### config.mk
export PLATFORM = sky130hd
export DESIGN_NAME = updown_mod_counter
export DESIGN_NICKNAME = d
export VERILOG_FILES = /design/src/rtl/updown_mod_counter.sv
export SDC_FILE = /design/constraint.sdc
export NUM_CORES = 1
export LEC_CHECK = 0
export CORE_AREA = 10 10 47 49
export CTS_CLUSTER_SIZE = 20
export DETAILED_ROUTE_END_ITERATION = 10
export DIE_AREA = 0 0 57 59
export GPL_ROUTABILITY_DRIVEN = 0
export PLACE_DENSITY = 0.65
export SLEW_MARGIN = 20
export SYNTH_ARGS = -nofsm -noshare
export SYNTH_HDL_FRONTEND = slang
export SYNTH_SLANG_ARGS = --single-unit
### constraint.sdc
create_clock -name clk -period 1.85 [get_ports clk]
set_input_delay 0.37 -clock clk [delete_from_list [all_inputs] [get_ports clk]]
set_output_delay 0.37 -clock clk [all_outputs]
set_load 0.02 [all_outputs]
### src/rtl/updown_mod_counter.sv
// Synchronous modulo-N up/down counter with load, terminal count and wrap pulse.
// Define UPDOWN_MOD_COUNTER_SAT_EN to saturate at the limits instead of wrapping.
module updown_mod_counter #(
    parameter int WIDTH   = 4,
    parameter int MODULUS = 16
) (
    input  logic             clk,
    input  logic             r_n,
    input  logic             en,
    input  logic             up,
    input  logic             load,
    input  logic [WIDTH-1:0] d,
    output logic [WIDTH-1:0] q,
    output logic [WIDTH-1:0] qbar,
    output logic             tc,
    output logic             ovf
);

    localparam logic [WIDTH-1:0] MAX = WIDTH'(MODULUS - 1);

    logic at_max;
    logic at_min;

    assign at_max = (q == MAX);
    assign at_min = (q == '0);
    assign qbar   = ~q;

    // tc flags the cycle before a wrap so a following stage can use it as its enable
    assign tc = en & ~load & ((up & at_max) | (~up & at_min));

    always_ff @(posedge clk or negedge r_n) begin
        if (!r_n) begin
            q   <= '0;
            ovf <= 1'b0;
        end else if (load) begin
            q   <= (d > MAX) ? MAX : d;
            ovf <= 1'b0;
        end else if (en) begin
`ifdef UPDOWN_MOD_COUNTER_SAT_EN
            ovf <= 1'b0;
            if (up) begin
                q <= at_max ? MAX : q + WIDTH'(1);
            end else begin
                q <= at_min ? '0 : q - WIDTH'(1);
            end
`else
            if (up) begin
                q   <= at_max ? '0 : q + WIDTH'(1);
                ovf <= at_max;
            end else begin
                q   <= at_min ? MAX : q - WIDTH'(1);
                ovf <= at_min;
            end
`endif
        end else begin
            ovf <= 1'b0;
        end
    end

endmodule

==> reports/qor.csv <==
metric,value,unit
synth_adder_area_share,6.78,%
ys_ff_latch,5,
cts_setup_buffers,0,
fin_crit_sh,106,%
synth_xor_area_share,7.12,%
hold_violations,0,
die_w,57,um
fp.dieArea,3360,um^2
fmax,0.511,GHz
synth_cell_types,20,
endpoint_kind,primary output,
fin_ws,-107,ps
cts_sinks,5,
clock_latency,240,ps
grt_pass1_vias,471,
overflow,0,
netlist_area,369,um^2
drive_above_1_share,30.7,%
yosys.area_share.simple,19.3,%
final_core_util,49.6,%
peakVddDrop,0.000438,V
clockBufferDepth,2,
first_pass_iters,2,
crit_path_max_fanout,2,
yosysTopAreaCell,dfrtp_1,
viasPerCell,4.51,
worstPathArrival,1590,ps
combPwrFrac,50.8,%
critPathKind,in -> out,
crit_buf_inv,2,
syn_inst,42,
fin_worst_skew,0.571,ps
setup_viol,1,
cts_root_buf,clkbuf_4,
status,finished with violations,
rsz0062_at_grt,yes,
post-synth-top-area-fraction,33.9,%
cp_cell_sequence,clkdlybuf4s50_1 > or4b_4 > a21oi_4 > buf_6,
antenna_found_initial,0,
seq_power_share,26.0,%
layoutNonFillerInstCount,91,
fp.dieH,59,um
critPathSlowestCell,or4b_4,
dp_cells,87,
cpPeakStageDelay,510,ps
numCtsBuffers,3,
fillCellCount,141,
nets,87,
yosysSeqAreaShare,33.9,%
critical-path-top-delay-family,buffers and inverters,
hp-class,in -> async,
coreArea,1400,um^2
slew_headroom,84.5,%
synthTopCellsByArea,"dfrtp_1, xnor2_1, ha_1, mux2_1, a21oi_1",
rows,14,
grt_pass1_wl,1980,um
n_antenna_cell,0,
grt_usage,7.44,%
grt_max_degree,9,
slew_violations,0,
path_clk_slew,40,ps
final_antenna_net_count,0,
area_growth,88.1,%
drt_iter0_markers,5,
start_util,26.3,%
num_vias,410,
cts_tree,built,
internal_power,0.345,mW
switching_share,33.9,%
violations,negative setup slack,
synth.avg_cell_area,8.79,um^2
worstPathRequired,1480,ps
placement.io_buffers,18,
dp_slack,-590,ps
yosysWarnings,0,
drc,0,
worstMarginPinSlew,232,ps
period_minus_slack,1960,ps
p_clk_share,23.3,%
routedWlPerCell,12.6,um
synth_top_family_by_area,simple AND/OR/NAND/NOR gates,
syn-num-nets,53,
hold_buffers,0,
power_switching,0.177,mW
wl,1150,um
p_leak,0.313,nW
synth-compound-area-share,14.9,%
synthMuxAreaShare,11.9,%
cts_max_level,1,
top_level_ports,19,
start_kind,input pin,
maxCapViolCount,0,
powerDensity,751,nW/um^2
dp_hpwl,1010,um
==> final cells by class <==
cell class              count  area [um^2]  area share (%)
clock buffers               4         26.3            3.78
well taps                  16         20.0            2.88
inverters                   4         15.0            2.16
multi-input cells          32          233            33.5
repair buffers             30          273            39.3
flip-flops and latches      5          128            18.4
==> power by group through the flow <==
| stage | registers (mW) | clock network [mW] | logic, mW |
|---|---|---|---|
| floorplan | 0.168 | 0 | 0.0980 |
| global placement | 0.136 | 0 | 0.271 |
| detailed placement | 0.137 | 0 | 0.270 |
| CTS | 0.136 | 0.128 | 0.270 |
| global route | 0.137 | 0.143 | 0.288 |
| finish | 0.135 | 0.121 | 0.265 |
==> flip-flops by register name, indices dropped and copies added, names as in the netlist <==
signal	cells
q	4
ovf	1
==> logic make-up (layout without fill, tap and decap cells) <==
| group | after synthesis | count (layout) |
|---|---|---|
| AO/OA/AOI/OAI | 10 | 10 |
| AND/OR/NAND/NOR | 13 | 13 |
| flip-flops | 5 | 5 |
| XOR/XNOR | 3 | 3 |
| multiplexers | 4 | 4 |
| adder cells (fa/ha/maj) | 2 | 2 |
| buffers and inverters | 5 | 38 |
==> layer usage <==
metal | share of wire (%) | up-vias | global-route usage [%]
li1 | - | 213 | -
met1 | 36 | 186 | 6.31
met2 | 56 | 11 | 13.6
met3 | 8.7 | 0 | 3.43
met4 | 0 | 0 | 5.03
met5 | 0 | - | 0
==> metrics by stage <==
stage / area (um^2) / setup TNS [ps] / total power, mW / hold WS, ps
after floorplan: 383 / 0 / 0.266 / 74.4
after global placement: 666 / -586 / 0.407 / 611
after detailed placement: 666 / -631 / 0.408 / 613
after CTS: 692 / -124 / 0.534 / 356
after global routing: 694 / -191 / 0.568 / 345
final: 694 / -107 / 0.521 / 357
==> cell usage after synthesis, drive strengths merged <==
master / number
a211o: 1
a21oi: 4
a31oi: 1
buf: 1
dfrtp: 5
ha: 2
inv: 4
mux2: 3
mux2i: 1
nand2: 5
nand2b: 1
nand4: 2
nor2: 1
nor2b: 1
nor3: 2
o21ai: 4
or4b: 1
xnor2: 3
==> final timing paths <==
check,start,end,slack [ps],cells past startpoint
worst min-delay path,r_n,ovf,360,1
max in group asynchronous,r_n,q[1],1280,1
worst max-delay path,up,tc,-110,4
min in group clk,d[0],q[0],680,3
worst max register to register,q[0],q[2],150,7
worst min register to register,q[2],ovf,720,3
==> timing repair <==
action / 4_1_cts / 5_1_grt
gates cloned: 0 / 0
endpoints found under the setup margin: 2 / 2
resized for setup: 7 / 1
==> cells in the final DEF, fill, tap and decap left out <==
cell and instances:
clkbuf_1 1, dfrtp_1 3, mux2_2 1, dlymetal6s2s_1 1, nand4_1 2, buf_6 1
dlygate4sd2_1 1, clkdlybuf4s50_1 15, inv_1 2, mux2_1 2, nor2b_1 1, dfrtp_2 2
o21ai_0 2, inv_2 2, mux2i_1 1, nor2_1 1, a21oi_1 3, or4b_4 1
a31oi_1 1, a21oi_4 1, a211o_1 1, nor3_1 2, xnor2_1 3, o21ai_1 2
nand2_1 5, clkbuf_4 3, nand2b_1 1, ha_1 2, buf_4 12
(Power assumes the default switching activity.)
